`src/rtl/fetch_queue_unit_pkg.sv`:
```
`default_nettype none
// ============================================================================
// Module      : fetch_queue_unit_pkg
// Description : Shared constants, fetch FSM state encoding and queue entry
//               type for the instruction-fetch queue unit.
// Revision    : 1.0 - initial release
// ============================================================================
package fetch_queue_unit_pkg;

  // Instruction presented downstream when nothing valid is queued.
  localparam logic [31:0] NOP_INSTR        = 32'h0000_0000;
  // Default boot vector.
  localparam logic [31:0] DEFAULT_RESET_PC = 32'hBFC0_0000;

  // FETCH: may issue; WAIT: one request outstanding, response is kept;
  // DROP: one request outstanding whose response must be thrown away.
  typedef enum logic [1:0] {
    FETCH = 2'd0,
    WAIT  = 2'd1,
    DROP  = 2'd2
  } fetch_state_t;

  // One queue slot: instruction word plus the address it was fetched from.
  typedef struct packed {
    logic [31:0] instr;
    logic [31:0] pc;
  } fq_entry_t;

  // Clears the byte-offset bits so every fetch address is word aligned.
  function automatic logic [31:0] word_align(input logic [31:0] addr);
    return {addr[31:2], 2'b00};
  endfunction

endpackage
`default_nettype wire

```
`src/rtl/fetch_queue_unit_if.sv`:
```
`default_nettype none
// ============================================================================
// Module      : fetch_queue_unit_if
// Description : Instruction-memory request/response channel. The fetch unit
//               is the master; the instruction memory is the slave.
// Revision    : 1.0 - initial release
// ============================================================================
interface fetch_queue_unit_if;

  logic        Imem_Req_Valid;
  logic [31:0] Imem_Req_Addr;
  logic        Imem_Req_Ready;
  logic        Imem_Resp_Valid;
  logic [31:0] Imem_Resp_Data;

  modport master (
    output Imem_Req_Valid,
    output Imem_Req_Addr,
    input  Imem_Req_Ready,
    input  Imem_Resp_Valid,
    input  Imem_Resp_Data
  );

  modport slave (
    input  Imem_Req_Valid,
    input  Imem_Req_Addr,
    output Imem_Req_Ready,
    output Imem_Resp_Valid,
    output Imem_Resp_Data
  );

endinterface
`default_nettype wire

```
`src/rtl/fetch_queue_unit_fetch_fifo.sv`:
```
`default_nettype none
// ============================================================================
// Module      : fetch_fifo
// Description : Synchronous FIFO of fetch-queue entries with push, pop,
//               clear, occupancy count and full/empty flags. A push and a pop
//               in the same cycle are both honoured, including when full.
// Revision    : 1.0 - initial release
// ============================================================================
module fetch_fifo
  import fetch_queue_unit_pkg::*;
#(
  parameter int DEPTH = 4
) (
  input  logic                         clk,
  input  logic                         rst,
  input  logic                         i_push,
  input  fq_entry_t                    i_push_data,
  input  logic                         i_pop,
  input  logic                         i_clear,
  output fq_entry_t                    o_head,
  output logic [$clog2(DEPTH+1)-1:0]   o_count,
  output logic                         o_full,
  output logic                         o_empty
);

  localparam int                 c_ptr_w = $clog2(DEPTH);
  localparam int                 c_cnt_w = $clog2(DEPTH + 1);
  localparam logic [c_cnt_w-1:0] c_depth = c_cnt_w'(DEPTH);

  fq_entry_t            r_mem [DEPTH];
  logic [c_ptr_w-1:0]   r_wr_ptr;
  logic [c_ptr_w-1:0]   r_rd_ptr;
  logic [c_cnt_w-1:0]   r_count;
  logic                 w_do_push;
  logic                 w_do_pop;

  assign o_empty   = (r_count == '0);
  assign o_full    = (r_count == c_depth);
  assign w_do_pop  = i_pop && !o_empty;
  // A full queue can still accept a push when the head leaves this cycle.
  assign w_do_push = i_push && (!o_full || w_do_pop);

  assign o_head  = r_mem[r_rd_ptr];
  assign o_count = r_count;

  // Entry storage; contents are don't-care until the count covers them.
  always_ff @(posedge clk) begin
    if (w_do_push && !i_clear) begin
      r_mem[r_wr_ptr] <= i_push_data;
    end
  end

  // Pointer and occupancy bookkeeping; clear empties the queue in one cycle.
  always_ff @(posedge clk) begin
    if (rst || i_clear) begin
      r_wr_ptr <= '0;
      r_rd_ptr <= '0;
      r_count  <= '0;
    end else begin
      if (w_do_push) begin
        r_wr_ptr <= r_wr_ptr + c_ptr_w'(1);
      end
      if (w_do_pop) begin
        r_rd_ptr <= r_rd_ptr + c_ptr_w'(1);
      end
      case ({w_do_push, w_do_pop})
        2'b10:   r_count <= r_count + c_cnt_w'(1);
        2'b01:   r_count <= r_count - c_cnt_w'(1);
        default: r_count <= r_count;
      endcase
    end
  end

endmodule
`default_nettype wire

```
`src/rtl/fetch_queue_unit.sv`:
```
`default_nettype none
// ============================================================================
// Module      : fetch_queue_unit
// Description : Instruction-fetch stage. Holds the PC, issues one outstanding
//               word request at a time to instruction memory, buffers the
//               returned words in a small queue feeding the IF/ID latch and
//               squashes queued and in-flight fetches on a redirect.
// Revision    : 1.0 - initial release
// ============================================================================
module fetch_queue_unit
  import fetch_queue_unit_pkg::*;
#(
  parameter logic [31:0] RESET_PC = DEFAULT_RESET_PC,
  parameter int          FQ_DEPTH = 4
) (
  input  logic                       CLK,
  input  logic                       RESET,
  input  logic                       STALL,
  input  logic                       Request_Alt_PC,
  input  logic [31:0]                Alt_PC,
  fetch_queue_unit_if.master         imem,
  output logic [31:0]                Instr1_IF,
  output logic [31:0]                Instr_PC_IF,
  output logic [31:0]                Instr_PC_Plus4_IF,
  output logic                       Instr_Valid_IF
);

  localparam int                 c_cnt_w = $clog2(FQ_DEPTH + 1);
  localparam logic [c_cnt_w-1:0] c_depth = c_cnt_w'(FQ_DEPTH);

  fetch_state_t         r_state;
  fetch_state_t         w_state_next;
  logic [31:0]          r_pc;
  logic [31:0]          w_pc_next;
  logic [31:0]          r_req_pc;
  fq_entry_t            w_head;
  fq_entry_t            w_push_data;
  logic [c_cnt_w-1:0]   w_count;
  logic                 w_full;
  logic                 w_empty;
  logic                 w_req_valid;
  logic                 w_req_fire;
  logic                 w_enqueue;
  logic                 w_dequeue;

  // Only FETCH issues and nothing is in flight there, so the registered
  // count already accounts for every outstanding word.
  logic w_room;
  assign w_room = (w_count < c_depth);

  // A redirect flushes the queue, so nothing may leave it that cycle.
  assign w_dequeue   = !w_empty && !STALL && !Request_Alt_PC;
  assign w_req_fire  = w_req_valid && imem.Imem_Req_Ready;
  assign w_push_data = '{instr: imem.Imem_Resp_Data, pc: r_req_pc};

  fetch_fifo #(
    .DEPTH (FQ_DEPTH)
  ) u_fetch_fifo (
    .clk         (CLK),
    .rst         (RESET),
    .i_push      (w_enqueue),
    .i_push_data (w_push_data),
    .i_pop       (w_dequeue),
    .i_clear     (Request_Alt_PC),
    .o_head      (w_head),
    .o_count     (w_count),
    .o_full      (w_full),
    .o_empty     (w_empty)
  );

  // State, PC and the address of the outstanding request.
  always_ff @(posedge CLK) begin
    if (RESET) begin
      r_state  <= FETCH;
      r_pc     <= RESET_PC;
      r_req_pc <= '0;
    end else begin
      r_state <= w_state_next;
      r_pc    <= w_pc_next;
      if (w_req_fire) begin
        r_req_pc <= r_pc;
      end
    end
  end

  // Next state, next PC, request valid and enqueue decision.
  always_comb begin
    w_state_next = r_state;
    w_pc_next    = r_pc;
    w_req_valid  = 1'b0;
    w_enqueue    = 1'b0;
    case (r_state)
      FETCH: begin
        // Held low during reset so no request can be accepted and lost.
        w_req_valid = w_room && !Request_Alt_PC && !RESET;
        if (w_req_valid && imem.Imem_Req_Ready) begin
          w_state_next = WAIT;
          w_pc_next    = r_pc + 32'd4;
        end
      end
      WAIT: begin
        if (imem.Imem_Resp_Valid) begin
          w_state_next = FETCH;
          w_enqueue    = !Request_Alt_PC;
        end else if (Request_Alt_PC) begin
          w_state_next = DROP;
        end
      end
      DROP: begin
        if (imem.Imem_Resp_Valid) begin
          w_state_next = FETCH;
        end
      end
      default: begin
        w_state_next = FETCH;
      end
    endcase
    if (Request_Alt_PC) begin
      w_pc_next = word_align(Alt_PC);
    end
  end

  assign imem.Imem_Req_Valid = w_req_valid;
  assign imem.Imem_Req_Addr  = r_pc;

  assign Instr_Valid_IF    = !w_empty;
  assign Instr1_IF         = w_empty ? NOP_INSTR : w_head.instr;
  assign Instr_PC_IF       = w_empty ? 32'd0     : w_head.pc;
  assign Instr_PC_Plus4_IF = w_empty ? 32'd0     : (w_head.pc + 32'd4);

  // Issue gating must make an enqueue into a full, non-draining queue
  // impossible.
  a_no_overflow: assert property (
    @(posedge CLK) disable iff (RESET) !(w_enqueue && w_full && !w_dequeue)
  );

endmodule
`default_nettype wire

```
`src/flat_wrapper.sv`:
```
// flat-port wrapper written by rule: the top's interface ports become plain ports
module fetch_queue_unit_flat import fetch_queue_unit_pkg::*;
#(
  parameter logic [31:0] RESET_PC = DEFAULT_RESET_PC,
  parameter int          FQ_DEPTH = 4
)
  (CLK, RESET, STALL, Request_Alt_PC, Alt_PC, Instr1_IF, Instr_PC_IF, Instr_PC_Plus4_IF, Instr_Valid_IF, imem_Imem_Req_Valid, imem_Imem_Req_Addr, imem_Imem_Req_Ready, imem_Imem_Resp_Valid, imem_Imem_Resp_Data);
  fetch_queue_unit_if imem_i ();
  input  logic CLK;
  input  logic RESET;
  input  logic STALL;
  input  logic Request_Alt_PC;
  input  logic [31:0] Alt_PC;
  output logic [31:0] Instr1_IF;
  output logic [31:0] Instr_PC_IF;
  output logic [31:0] Instr_PC_Plus4_IF;
  output logic Instr_Valid_IF;
  output wire logic [$bits(imem_i.Imem_Req_Valid)-1:0] imem_Imem_Req_Valid;
  output wire logic [$bits(imem_i.Imem_Req_Addr)-1:0] imem_Imem_Req_Addr;
  input wire logic [$bits(imem_i.Imem_Req_Ready)-1:0] imem_Imem_Req_Ready;
  input wire logic [$bits(imem_i.Imem_Resp_Valid)-1:0] imem_Imem_Resp_Valid;
  input wire logic [$bits(imem_i.Imem_Resp_Data)-1:0] imem_Imem_Resp_Data;
  assign imem_Imem_Req_Valid = imem_i.Imem_Req_Valid;
  assign imem_Imem_Req_Addr = imem_i.Imem_Req_Addr;
  assign imem_i.Imem_Req_Ready = imem_Imem_Req_Ready;
  assign imem_i.Imem_Resp_Valid = imem_Imem_Resp_Valid;
  assign imem_i.Imem_Resp_Data = imem_Imem_Resp_Data;
  fetch_queue_unit #(.RESET_PC(RESET_PC), .FQ_DEPTH(FQ_DEPTH)) u_core (.CLK(CLK), .RESET(RESET), .STALL(STALL), .Request_Alt_PC(Request_Alt_PC), .Alt_PC(Alt_PC), .imem(imem_i), .Instr1_IF(Instr1_IF), .Instr_PC_IF(Instr_PC_IF), .Instr_PC_Plus4_IF(Instr_PC_Plus4_IF), .Instr_Valid_IF(Instr_Valid_IF));
endmodule
```
`config.mk`:
```
export PLATFORM = sky130hd
export DESIGN_NAME = fetch_queue_unit_flat
export DESIGN_NICKNAME = d
export VERILOG_FILES = /design/src/rtl/fetch_queue_unit_pkg.sv /design/src/rtl/fetch_queue_unit_if.sv /design/src/rtl/fetch_queue_unit_fetch_fifo.sv /design/src/rtl/fetch_queue_unit.sv /design/src/flat_wrapper.sv
export SDC_FILE = /design/constraint.sdc
export NUM_CORES = 1
export LEC_CHECK = 0
export ABC_AREA = 1
export CORE_MARGIN = 2
export CORE_UTILIZATION = 41
export CTS_CLUSTER_SIZE = 12
export DETAILED_ROUTE_END_ITERATION = 12
export SLEW_MARGIN = 20
export SYNTH_ARGS = -nofsm -noshare
export SYNTH_HDL_FRONTEND = slang
export SYNTH_HIERARCHICAL = 1
export SYNTH_SLANG_ARGS = --single-unit
```
`constraint.sdc`:
```
create_clock -name CLK -period 11.3 [get_ports CLK]
set_input_delay 2.26 -clock CLK [delete_from_list [all_inputs] [get_ports CLK]]
set_output_delay 2.26 -clock CLK [all_outputs]
set_load 0.05 [all_outputs]
```
==> results.md <==
- RR Startpoint: u_core/u_fetch_fifo/o_count[2]$_SDFFE_PP0P_
- Iteration-0 DRC count of the detailed router: 658
- Top Ports: 200
- Main synth FF type: edfxtp_1
- Startpoint Class: flop
- Max-slew violations: 0
- Critical path fanouts, max: 86
- RSZ-0062 raised after global routing: false
- Sw frac: 21.39%
- Rows: 69
- Wire per inst: 17.48 um
- Met2 WL: 16,640 um
- Adder-Cell Fraction of Synth Area: 0.6485%
- Hold crit path type: reg2reg
- Core ar.: 35,400 sq um
- Most used cell, CP: nand2_1
- Seq/Total Area, Yosys: 62.12%
- Layout Skew: 16.28 ps
- Die height: 193.1 um
- Die Area: 37,300 sq um
- Synth Area in XOR/XNOR: 1.493%
- Type of the worst setup path: reg2out
- H-tree depth: 2
- Final HPWL DP: 24,140 um
- WL met1: 17,510 um
- CTS Hold Bufs: 0
- Sequential power share: 51.7%
- Critical path arrival: 5140 ps
- Synth cell types: 39
- Largest family of logic cells by synthesized area: simple AND/OR/NAND/NOR gates
- Commonest cells post-synth: nor2_1 (313), edfxtp_1 (256), nand2_1 (199)
- Fin. Hold Viols: 0
- Psw: 550.7 uW
- TritonCTS Buffers: 36
- Mux cell area share after synthesis: 0%
- Slew margin rel.: 32.01%
- Final layout net count: 1,763
- Die W: 193.1 um
- Largest cells by area after synthesis: edfxtp_1 (52%), dfxtp_1 (9.7%), nor2_1 (8.0%), nand2_1 (5.1%), o21ai_0 (4.0%)
- Final Hold Slack: 437.7 ps
- R2r setup slk: 8170 ps
- Crit-path max cell delay: 840 ps
- Compound-cell area share of the yosys netlist: 11.84%
- Drt via density: 5.102
- Synth async-reset ratio: 0%
- Syn. warnings: 6
- Comb power frac: 5.6%
- GRT Residual Overflow: 0
- Clock Power Share: 42.8%
- Highest Clock Rate: 135.2 MHz
- Clk_lat worst skew: 520 ps
- Seq cells post-synth: 327
- Final min period: 7399 ps
- Area leader, netlist: edfxtp_1
- Detailed-router iteration count before antenna repair: 5
- Clock root buffer: clkbuf_16
- TNS Setup: 0 ps
- Layout Area Growth over Synthesis: 23.12%
- Setup Buffers After CTS: 0
- Final setup viols: 0
- Data required, critical path: 9040 ps
- Period utilization: 65.47%
- Share of post-route cells with drive strength above 1: 6.955%
- First-pass GRT wire length: 57,970 um
- Placed cell area: 16,940 sq um
- Vias in the first global route: 10,470
- Met3 WL post-DR: 3013 um
- Leakage: 6.514 nW
- Design Area, Final: 18,050 sq um
- CP Capture Type: primary output
- Post_cts resized: 0
- Most frequent cell after synthesis: nor2_1
- Power per cell area: 142.6 nW/um^2
- Tot GR Track Use: 20.13%
- Cell internal pwr: 2.023 mW
- Wirelength, routed: 37,980 um
- Setup crit end: Instr_PC_Plus4_IF[20]
- Worst-margin pin slew: 1020 ps
- Largest net degree at the start of global routing: 95
- Initial Util: 41.43%
- Final total power: 2.574 mW
- Mapped Area: 14,660 sq um
- Initial antenna violation count: 1
- Slowest cell on the critical path: buf_4
- I/O Buffers: 195
- Synthesized area per cell: 9.724 sq um
- CTS tree: yes
- R2r endpoint: u_core/u_fetch_fifo/r_mem[3][34]$_DFFE_PP_
- Post-synthesis simple-gate area fraction: 17.65%
- Clock Tree Buf Depth: 3
- Post-Syn Instances: 1,508
- Critical path cell sequence: clkinv_2 -> buf_4 -> nor2_1 -> o22ai_1 -> ha_1 -> nand2_1 -> nor2_4 -> nand2_2 -> nor2_4 -> nand2_2 -> nor2_2 -> nand2_1 -> nand2_1 -> nand2_1 -> nor2_1 -> clkdlybuf4s50_1
- Post-synth EDFFs: 256
- Status: complete, no violations
- Clk sinks: 327
- Vias: 11,080
- Worst vdd ir: 0.08568 mV
- Top cell type's share of synthesized area: 52.42%
- Highest routed layer: met5
- Filler cells: 3,285
- Reg clk slew, reported paths: 50 ps
- Gpl congestion: 0.8627
- N_diodes: 0
- Residual DRC: 0
- MaxCap Viol Count: 0
- Routed Antenna Nets: 0
- R2r worst-path depth: 10
-- placed cells by master (no fill, tap or decap), drive strengths merged, types with 2 or more instances in the layout --
master / netlist / routed
a21boi: 5 / 5
nand2: 215 / 215
clkbuf: 39 / 50
a31oi: 5 / 5
a21oi: 56 / 56
conb: 1 / 10
buf: 37 / 12
nand4: 10 / 10
nor3: 26 / 26
dfxtp: 71 / 71
xor2: 25 / 25
nor2: 331 / 331
clkinv: 1 / 11
clkdlybuf4s50: 0 / 195
ha: 6 / 6
inv: 132 / 133
edfxtp: 256 / 256
o21a: 5 / 5
nand3: 33 / 33
bufinv: 0 / 2
o21ai: 185 / 185
o22ai: 64 / 64
-- cells by family (layout without fill, tap and decap cells) --
group                      Yosys count  in the layout
and+or+nand+nor                    617            617
adders and majority gates            7              7
buffers and inverters              209            403
other                                1             10
xor gates and xnor gates            25             25
AOI/OAI and AO/OA                  322            322
DFF                                327            327
-- worst max-delay path: cells and delay by family, from the launching register on --
kind / cells / cell delay, ps
and+or+nand+nor: 11 / 1220
DFF: 1 / 460
AOI/OAI and AO/OA: 1 / 460
adders and majority gates: 1 / 260
buffers and inverters: 3 / 2150
-- metrics by stage --
step | std cells | util, % | worst slack, ps
floorplan | 1517 | - | 4576
global placement | 2109 | 47.86 | 4478
detailed placement | 2109 | 47.86 | 4439
CTS | 2172 | 51.01 | 3897
global route | 2172 | 51.01 | 3633
finish | 2172 | 51.01 | 3901
-- power by group through the flow --
stage | clock (mW) | sequential [mW] | combinational, mW
4_1_cts | 1.13 | 1.33 | 0.143
5_1_grt | 1.17 | 1.33 | 0.155
2_1_floorplan | 0 | 1.37 | 0.0595
6_report | 1.10 | 1.33 | 0.143
3_5_place_dp | 0 | 1.36 | 0.142
3_3_place_gp | 0 | 1.35 | 0.141
-- worst min path at each step --
| stage | startpoint | end | slack (ps) | depth (start not counted) |
|---|---|---|---|---|
| after floorplan | u_core/u_fetch_fifo/r_rd_ptr[1]$_SDFFE_PP0N_ | flop | 410 | 1 |
| after global placement | u_core/u_fetch_fifo/r_rd_ptr[1]$_SDFFE_PP0N_ | flop | 430 | 1 |
| after detailed placement | u_core/u_fetch_fifo/r_rd_ptr[1]$_SDFFE_PP0N_ | flop | 420 | 1 |
| after CTS | u_core/u_fetch_fifo/r_rd_ptr[1]$_SDFFE_PP0N_ | flop | 440 | 1 |
| after global routing | u_core/u_fetch_fifo/r_rd_ptr[1]$_SDFFE_PP0N_ | flop | 460 | 1 |
| final | u_core/u_fetch_fifo/r_rd_ptr[1]$_SDFFE_PP0N_ | flop | 440 | 1 |
-- sequential cells by signal, indices dropped and copies added, names as in the netlist, named ones only --
name and cells:
u_core/r_req_pc 30, u_core/u_fetch_fifo/r_rd_ptr 2, u_core/u_fetch_fifo/r_wr_ptr 2, u_core/u_fetch_fifo/o_count 3, u_core/imem.Imem_Req_Addr 30, u_core/r_state 2, u_core/u_fetch_fifo/r_mem 256
-- layer usage --
layer	global-route usage (%)	vias to the layer above
met4	5.303	2
met1	28.77	5165
met2	31.51	400
li1	-	5459
met5	0	-
met3	3.855	55
-- area by class of cell --
class                      count  area, sq um  share of cell area [%]
timing repair buffer         207         2042                   11.31
tap                          461        576.8                   3.195
sequential                   327         9114                   50.48
inverter                     133        500.5                   2.772
clock buffer                  50        994.7                   5.509
multi-input combinational    981         4707                   26.07
clock inverter                13        120.1                  0.6653
Note: power is estimated with default switching activity, not from simulation.
